**src/rtl/cdb_arbiter_pkg.sv**
```systemverilog
// Shared types for the common data bus (CDB) arbiter.
// cond_exception_t : CR0 condition bits plus XER summary/overflow/carry.
// cdb_payload_t    : result payload broadcast on the CDB. The RS ID travels
//                    separately because its width is a module parameter.
package cdb_arbiter_pkg;

  localparam int unsigned GPR_ADDR_W = 5;
  localparam int unsigned DATA_W     = 32;

  typedef struct packed {
    logic lt;
    logic gt;
    logic eq;
    logic so;
    logic ov;
    logic ca;
  } cond_exception_t;

  typedef struct packed {
    logic [GPR_ADDR_W-1:0] result_reg_addr;
    logic [DATA_W-1:0]     result;
    cond_exception_t       cr0_xer;
  } cdb_payload_t;

endpackage

```
**src/rtl/cdb_arbiter_rr_arbiter.sv**
```systemverilog
// Combinational round-robin arbiter.
// Scans req starting at ptr and wrapping modulo N, then grants the first
// requester it finds.
// Ports:
//   req       : per-requester request
//   ptr       : index of the highest-priority requester (0..N-1)
//   grant     : one-hot grant
//   grant_idx : index of the granted requester (0 when none)
//   any_grant : at least one requester granted
module cdb_arbiter_rr_arbiter #(
  parameter int unsigned N  = 4,
  parameter int unsigned IW = 2
) (
  input  logic [N-1:0]  req,
  input  logic [IW-1:0] ptr,
  output logic [N-1:0]  grant,
  output logic [IW-1:0] grant_idx,
  output logic          any_grant
);

  int unsigned w_idx;

  // Priority scan; the wrap is an explicit compare so non-power-of-2 N works.
  always_comb begin
    grant     = '0;
    grant_idx = '0;
    any_grant = 1'b0;
    w_idx     = 0;
    for (int unsigned k = 0; k < N; k++) begin
      w_idx = 32'(ptr) + k;
      if (w_idx >= N) begin
        w_idx = w_idx - N;
      end
      if (!any_grant && req[IW'(w_idx)]) begin
        any_grant           = 1'b1;
        grant[IW'(w_idx)]   = 1'b1;
        grant_idx           = IW'(w_idx);
      end
    end
  end

endmodule

```
**src/rtl/cdb_arbiter.sv**
```systemverilog
// Common data bus arbiter: picks at most one execution-unit result per cycle
// (round-robin) and registers it onto the CDB, with backpressure from
// writeback through cdb_ready.
// Ports:
//   clk, rst              : clock, synchronous active-high reset
//   unit_valid/unit_ready : per-unit result handshake (ready = grant)
//   unit_rs_id, unit_result_reg_addr, unit_result, unit_cr0_xer : unit payloads
//   cdb_valid/cdb_ready   : CDB output handshake
//   cdb_rs_id, cdb_result_reg_addr, cdb_result, cdb_cr0_xer     : CDB payload
//   cdb_unit              : index of the unit that produced the CDB entry
//   stall_count           : only with CDB_ARB_STALL_COUNT_EN defined; saturating
//                           count of cycles a unit was waiting on a full CDB
module cdb_arbiter
  import cdb_arbiter_pkg::*;
#(
  parameter int unsigned UNITS       = 4,
  parameter int unsigned RS_ID_WIDTH = 5
) (
  input  logic                                  clk,
  input  logic                                  rst,
  input  logic [UNITS-1:0]                      unit_valid,
  output logic [UNITS-1:0]                      unit_ready,
  input  logic [UNITS-1:0][RS_ID_WIDTH-1:0]     unit_rs_id,
  input  logic [UNITS-1:0][GPR_ADDR_W-1:0]      unit_result_reg_addr,
  input  logic [UNITS-1:0][DATA_W-1:0]          unit_result,
  input  cond_exception_t [UNITS-1:0]           unit_cr0_xer,
  output logic                                  cdb_valid,
  input  logic                                  cdb_ready,
  output logic [RS_ID_WIDTH-1:0]                cdb_rs_id,
  output logic [GPR_ADDR_W-1:0]                 cdb_result_reg_addr,
  output logic [DATA_W-1:0]                     cdb_result,
  output cond_exception_t                       cdb_cr0_xer,
  output logic [$clog2(UNITS)-1:0]              cdb_unit
`ifdef CDB_ARB_STALL_COUNT_EN
  ,
  output logic [31:0]                           stall_count
`endif
);

  localparam int unsigned IDX_W = $clog2(UNITS);

  logic                   r_cdb_valid;
  logic [RS_ID_WIDTH-1:0] r_cdb_rs_id;
  cdb_payload_t           r_cdb_payload;
  logic [IDX_W-1:0]       r_cdb_unit;
  logic [IDX_W-1:0]       r_ptr;

  logic                   w_free;
  logic [UNITS-1:0]       w_grant;
  logic [IDX_W-1:0]       w_grant_idx;
  logic                   w_any_grant;
  logic                   w_fire;

  // Output register can take a new entry when empty or being retired now.
  assign w_free = !r_cdb_valid || cdb_ready;

  cdb_arbiter_rr_arbiter #(
    .N  (UNITS),
    .IW (IDX_W)
  ) u_rr (
    .req       (unit_valid),
    .ptr       (r_ptr),
    .grant     (w_grant),
    .grant_idx (w_grant_idx),
    .any_grant (w_any_grant)
  );

  // Grant is only exposed when the register is free and not in reset.
  assign unit_ready = (w_free && !rst) ? w_grant : '0;
  assign w_fire     = w_any_grant && w_free && !rst;

  // CDB register and round-robin pointer.
  always_ff @(posedge clk) begin
    if (rst) begin
      r_cdb_valid   <= 1'b0;
      r_cdb_rs_id   <= '0;
      r_cdb_payload <= '0;
      r_cdb_unit    <= '0;
      r_ptr         <= '0;
    end else if (w_fire) begin
      r_cdb_valid                   <= 1'b1;
      r_cdb_rs_id                   <= unit_rs_id[w_grant_idx];
      r_cdb_payload.result_reg_addr <= unit_result_reg_addr[w_grant_idx];
      r_cdb_payload.result          <= unit_result[w_grant_idx];
      r_cdb_payload.cr0_xer         <= unit_cr0_xer[w_grant_idx];
      r_cdb_unit                    <= w_grant_idx;
      r_ptr <= (w_grant_idx == IDX_W'(UNITS - 1)) ? '0 : IDX_W'(w_grant_idx + 1'b1);
    end else if (cdb_ready) begin
      // Drain: payload keeps its last value.
      r_cdb_valid <= 1'b0;
    end
  end

  assign cdb_valid           = r_cdb_valid;
  assign cdb_rs_id           = r_cdb_rs_id;
  assign cdb_result_reg_addr = r_cdb_payload.result_reg_addr;
  assign cdb_result          = r_cdb_payload.result;
  assign cdb_cr0_xer         = r_cdb_payload.cr0_xer;
  assign cdb_unit            = r_cdb_unit;

`ifdef CDB_ARB_STALL_COUNT_EN
  logic [31:0] r_stall_count;

  // Saturating count of cycles where some unit waits on a full CDB.
  always_ff @(posedge clk) begin
    if (rst) begin
      r_stall_count <= '0;
    end else if (|unit_valid && !w_free && (r_stall_count != 32'hFFFF_FFFF)) begin
      r_stall_count <= r_stall_count + 32'd1;
    end
  end

  assign stall_count = r_stall_count;
`endif

endmodule
```
**config.mk**
```make
export PLATFORM = sky130hd
export DESIGN_NAME = cdb_arbiter
export DESIGN_NICKNAME = d
export VERILOG_FILES = /design/src/rtl/cdb_arbiter_pkg.sv /design/src/rtl/cdb_arbiter_rr_arbiter.sv /design/src/rtl/cdb_arbiter.sv
export SDC_FILE = /design/constraint.sdc
export NUM_CORES = 1
export LEC_CHECK = 0
export CAP_MARGIN = 20
export CORE_ASPECT_RATIO = 0.75
export CORE_UTILIZATION = 32
export CTS_CLUSTER_DIAMETER = 200
export DETAILED_ROUTE_END_ITERATION = 16
export PLACE_DENSITY = 0.73
export SETUP_SLACK_MARGIN = 0.05
export SYNTH_ARGS = -nofsm -noshare
export SYNTH_HDL_FRONTEND = slang
export SYNTH_HIERARCHICAL = 1
export SYNTH_SLANG_ARGS = --single-unit
```
**constraint.sdc**
```tcl
create_clock -name clk -period 3.2 [get_ports clk]
set_input_delay 0.48 -clock clk [delete_from_list [all_inputs] [get_ports clk]]
set_output_delay 0.48 -clock clk [all_outputs]
set_load 0.005 [all_outputs]
```
# Word level (Yosys, flattened, before mapping)
# Index checks and enable logic that the tools add are counted.
dict set report classes {
  add_sub_neg 8
  magnitude_cmp 13
  eq_ne 1
  n_mux 44
  bitwise_logic 3
  reduce_logical 17
}
# cell n
set op_table {}
lappend op_table {{binary-select mux 32 bit (select 2 bit)} 1}
lappend op_table {{two-way mux 32 bit} 1}
lappend op_table {{binary-select mux 5 bit (select 2 bit)} 2}
lappend op_table {{two-way mux 4 bit} 5}
lappend op_table {{two-way mux 2 bit} 9}
lappend op_table {{< comparator 2 x 3 -> 1 bit (second input constant)} 5}
lappend op_table {{two-way mux 1 bit} 14}
lappend op_table {{binary-select mux 6 bit (select 2 bit)} 1}
lappend op_table {{bitwise OR 4 bit} 3}
lappend op_table {{logical AND 1 bit} 10}
lappend op_table {{two-way mux 5 bit} 2}
lappend op_table {{greater-or-equal comparator 3 bit (second input constant)} 3}
lappend op_table {{binary-select mux 1 bit (select 2 bit)} 4}
lappend op_table {{demux 1 bit (select 2 bit)} 4}
lappend op_table {{greater-or-equal comparator 2 x 1 -> 1 bit (second input constant)} 4}
lappend op_table {{subtractor 2 x 1 -> 2 bit (second input constant)} 4}
lappend op_table {{adder 2 x 2 -> 3 bit (second input constant)} 2}
lappend op_table {{two-way mux 6 bit} 1}
lappend op_table {{zero test 1 bit} 5}
lappend op_table {{adder 2 x 1 -> 3 bit (second input constant)} 1}
lappend op_table {{greater-or-equal comparator 2 x 3 -> 1 bit (second input constant)} 1}
lappend op_table {{adder 2 x 1 -> 2 bit (second input constant)} 1}
lappend op_table {{== test 2 bit (second input constant)} 1}
lappend op_table {{nonzero test 2 bit} 1}
lappend op_table {{logical OR 1 bit} 1}
dict set report word_totals {
  register_bits 53
  out_inout_bits 55
  wordCells 98
}

# Longest topological paths before layout
dict set report depth {
  word_depth 17
  depth_mapped 13
  ltp_nobuf 10
}

# Cells and area by module
# The synthesis kept the hierarchy.
# mod n_inst cells_each area_each_um2
set by_module_without_submodules {}
lappend by_module_without_submodules {cdb_arbiter 1 314 3415.8}
lappend by_module_without_submodules {cdb_arbiter_rr_arbiter 1 45 421.7}

# Worst setup path after synthesis
# OpenSTA, ideal clock, no wires.
dict set report synth_path {
  kind {register -> register}
  from {reg r_ptr[0]}
  to {reg r_cdb_payload, in the netlist cdb_result[10]}
  setup_time_ns 0.117
  arrival_time_ns 2.797
  required_ns 3.083
  setup_slack_ns 0.286
  path_stages_with_launch 14
  path_buffers 4
  cell_sequence {dfxtp_1 > buf_6 > inv_1 > ha_1 > mux4_2 > buf_6 > nor4b_4 > nor2_1 > a32o_1 > buf_2 > buf_4 > mux4_2 > nand4_1 > nand2_1}
}
dict set report synth_between {
  elab_chain_cells 16
  word_cells_on_any_way 41
}
# item line_no
set synth_lines {}
lappend synth_lines {{start: declaration} cdb_arbiter.sv:46} ;# logic [IDX_W-1:0] r_ptr;
lappend synth_lines {{start signal: assignment} cdb_arbiter.sv:87} ;# r_ptr <= (w_grant_idx == IDX_W'(UNITS - 1)) ? '0 : IDX_W'(w_grant_idx + 1'b1);
lappend synth_lines {{branches (longest 13 deep; another with adder 2 x 1 -> 3 bit)} --}
lappend synth_lines {{two-way mux 2 bit (*)} cdb_arbiter_rr_arbiter.sv:34} ;# if (!any_grant && req[IW'(w_idx)]) begin
lappend synth_lines {{net w_grant_idx[1]} cdb_arbiter.sv:50} ;# logic [IDX_W-1:0] w_grant_idx;
lappend synth_lines {{binary-select mux 32 bit (select 2 bit) (*)} cdb_arbiter.sv:84} ;# r_cdb_payload.result <= unit_result[w_grant_idx];
lappend synth_lines {{two-way mux 32 bit (not written as such) (*)} cdb_arbiter.sv:84}
lappend synth_lines {{end: declaration} cdb_arbiter.sv:44} ;# cdb_payload_t r_cdb_payload;
# Mark *: on every way through the listed nets, which the timed path passes. The select of a mux whose other input is x is not followed.
# A chain may end at the register's enable or synchronous reset.

# Worst setup path after layout
dict set report layout_path {
  from {reg r_ptr[0]}
  to {out unit_ready[1]}
}
dict set report layout_between {
  elab_chain_cells 15
  word_cells_on_any_way 60
}
# item line_no
set layout_lines {}
lappend layout_lines {{branches (longest 13 deep; another with adder 2 x 1 -> 3 bit)} --}
lappend layout_lines {{two-way mux 4 bit (*)} cdb_arbiter_rr_arbiter.sv:34}
lappend layout_lines {{net w_grant[1]} cdb_arbiter.sv:49} ;# logic [UNITS-1:0] w_grant;
lappend layout_lines {{two-way mux 4 bit (*)} cdb_arbiter.sv:69} ;# assign unit_ready = (w_free && !rst) ? w_grant : '0;
lappend layout_lines {{end: declaration} cdb_arbiter.sv:22} ;# output logic [UNITS-1:0] unit_ready,
# Marked as above.

==> results_dict.tcl <==
set metrics [dict create \
    syn_avg_cell_area_um2 10.69 \
    num_io_pins 254 \
    cts-root-buf "clkbuf_16" \
    cp_data_arrival_time_ns 2.53 \
    die_h_um 96.84 \
    nets 802 \
    hpwl_um 10430 \
    startpoint_type "flip-flop" \
    drt-total-wl_um 13520 \
    drv_slew 0 \
    async_reset_ff_frac 0 \
    viasPerCell 5.417 \
    synth_cell_types 32 \
    clock_path_buffers 2 \
    p_switching_mw 1.604 \
    numCtsBuffers 5 \
    area_growth_pct 75.15 \
    ant_nets 0 \
    finalWorstPathRequiredPeriod_ns 3.014 \
    seqPwrFrac 0.227 \
    crit_path_frequent_cell "buf_4" \
    grt_pass1_vias 4199 \
    fp.dieW_um 128.5 \
    fin_worst_skew_ns 0.008346 \
    h-tree-depth 2 \
    cp.required_ns 2.72 \
    max_slew_margin 0.5048 \
    max-cap-violations 0 \
    rows 34 \
    antenna_cells 0 \
    worst_pin_slew_ns 0.7413 \
    die-area_um2 12440 \
    p_sw_frac 0.3379 \
    worstSetupPathType "reg2out" \
    antenna_found_initial 0 \
    hold_viol_final 0 \
    fin_ws_ns 0.1861 \
    crit_fanout 5 \
    pre_cts_ws_ns -0.1786 \
    postLayoutCellArea_um2 6721 \
    drc_errors 0 \
    grt_pass1_wl_um 21220 \
    p_clk_frac 0.131 \
    path_cells "buf_6 -> mux4_1 -> nor4b_4 -> buf_4 -> buf_4 -> a22oi_1 -> o21ai_0 -> and3_1 -> dlygate4sd2_1" \
    worstRegToRegCells 10 \
    ys_seq_area_frac 0.2765 \
    drive_gt1_frac 0.1639 \
    ir_worst_vdd_v 0.0003572 \
    fillers 1006 \
    wire_per_inst_um 17.79 \
    combPwrFrac 0.642 \
    min_path_type "reg2reg" \
    hold_depth 2 \
    globalRouteOverflowTotal 0 \
    start_util 0.3292 \
    drtPass1Iterations 7 \
    first_iter_violations 163 \
    rsz0062_at_grt "false" \
    finalSetupViolCount 0 \
    place_area_um2 6492 \
    p_int_mw 3.143 \
    slowest_delay_ns 0.62 \
    syn_inst 359 \
    outcome "completed" \
    cts.sinks 53 \
    tritoncts "done" \
    leakage_nw 2.581 \
    clock.fmax_ghz 0.3318 \
    grt_usage 0.2133 \
    fp.coreArea_um2 11660 \
    endpoint_kind "output port" \
    synth_edf_count 0 \
    synth.ff_latch_count 53 \
    syn_nets 564 \
    ys.flop_type "dfxtp_1" \
    power_mw 4.747 \
    port_buffers 253 \
    place.gp.congestion 0.8367 \
    vias 4117 \
    power_density_nw_per_um2 706.3 \
    period_share 0.9418 \
    grt_start_max_net_pins 62 \
    yosysWarnings 6 \
    cp_slowest_cell "mux4_1" \
    syn_area_um2 3837 \
    clkSlewWorstSetupHoldPaths_ns 0.06 \
    setup_tns_ns 0 \
    clk_latency_ns 0.28 \
]
path summary, 6_finish.rpt:
kind	end	slack, ns	from
worst max-delay path	unit_ready[1]	0.19	r_ptr[0]$_SDFFE_PP0P_
worst min-delay path	cdb_result[8]$_SDFFE_PP0P_	0.49	cdb_result[8]$_SDFFE_PP0P_
worst max register to register	cdb_result_reg_addr[4]$_SDFFE_PP0P_	0.26	r_ptr[1]$_SDFFE_PP0P_
worst min register to register	cdb_result[8]$_SDFFE_PP0P_	0.49	cdb_result[8]$_SDFFE_PP0P_
metrics by stage:
step | cells | hold WS [ns] | util
after floorplan | 359 | 0.4830 | -
after global placement | 746 | 0.4758 | 0.5570
after detailed placement | 746 | 0.4796 | 0.5570
after CTS | 757 | 0.4919 | 0.5743
after global routing | 760 | 0.5068 | 0.5766
final | 760 | 0.4890 | 0.5766
flip-flops by register name, summed over array words and instances (netlist names):
register / count
cdb_result: 32
cdb_cr0_xer: 6
cdb_result_reg_addr: 5
cdb_rs_id: 5
cdb_unit: 2
r_ptr: 2
cdb_valid: 1
worst max-delay path, delay by kind of cell, from the launching register on:
family | cells | cell delay, ns
multiplexers | 1 | 0.62
AO/OA/AOI/OAI | 2 | 0.29
flip-flops | 1 | 0.35
buffers and inverters | 4 | 0.67
AND/OR/NAND/NOR | 2 | 0.32
routing by layer:
metal	vias up	routed length [um]	global-route usage
li1	1923	-	-
met1	1994	5608	0.2721
met2	192	6765	0.3721
met3	8	1047	0.04535
met4	0	102	0.03620
met5	-	0	0
cells in the final DEF (no fill, tap or decap), types with 2 or more instances in the layout:
master and count:
a21oi_1 2, a22oi_1 8, and3_1 4, buf_12 5, buf_4 20, clkbuf_16 5
clkdlybuf4s50_1 245, dfxtp_1 52, dlygate4sd2_1 6, dlymetal6s2s_1 2, ha_1 5, inv_1 4
inv_2 4, mux2i_1 2, mux4_2 51, nand2_1 48, nand2b_2 2, nand4_1 49
nor2_1 4, o211ai_1 52, o21ai_0 8
synth_stat cells (4+ instances only):
library cell | count | area [um^2]
a22oi_1 | 8 | 60.06
and3_1 | 4 | 25.02
buf_12 | 5 | 100.1
buf_2 | 11 | 55.05
buf_4 | 6 | 45.04
clkbuf_1 | 23 | 86.33
dfxtp_1 | 53 | 1061
ha_1 | 6 | 75.07
inv_1 | 6 | 22.52
mux4_2 | 50 | 1126
nand2_1 | 48 | 180.2
nand4_1 | 49 | 306.5
nor2_1 | 4 | 15.01
o211ai_1 | 52 | 390.4
o21ai_0 | 8 | 40.04
power groups by stage:
stage / logic [mW] / registers (mW) / clock network [mW]
final: 3.05 / 1.08 / 0.620
after global routing: 3.28 / 1.11 / 0.662
after detailed placement: 3.02 / 1.09 / 0
after CTS: 3.07 / 1.08 / 0.643
after global placement: 2.98 / 1.07 / 0
after floorplan: 1.89 / 1.10 / 0
cells by family after synthesis:
group | Yosys count | share of synthesized area
AND/OR/NAND/NOR | 115 | 0.1581
adder cells (fa/ha/maj) | 6 | 0.01956
flip-flops | 53 | 0.2765
AO/OA/AOI/OAI | 74 | 0.1392
multiplexers | 55 | 0.3153
buffers and inverters | 56 | 0.09129
area by class of cell:
type / instances / area [um^2] / area share
clock buffers: 7 / 142.6 / 0.02122
clock inverters: 1 / 30.03 / 0.004468
inverters: 8 / 30.03 / 0.004468
multi-input cells: 250 / 2462 / 0.3663
flip-flops and latches: 53 / 1062 / 0.1580
well taps: 162 / 202.7 / 0.03016
repair buffers: 279 / 2791 / 0.4153
what timing repair did:
| item | CTS | global route |
|---|---|---|
| gates cloned | 0 | 0 |
| pin swaps | 2 | 1 |
| hold buffers | 0 | 0 |
| setup endpoints to repair | 4 | 2 |
| resized for setup | 12 | 2 |
| buffers inserted | 3 | 3 |
(Power assumes the default switching activity.)
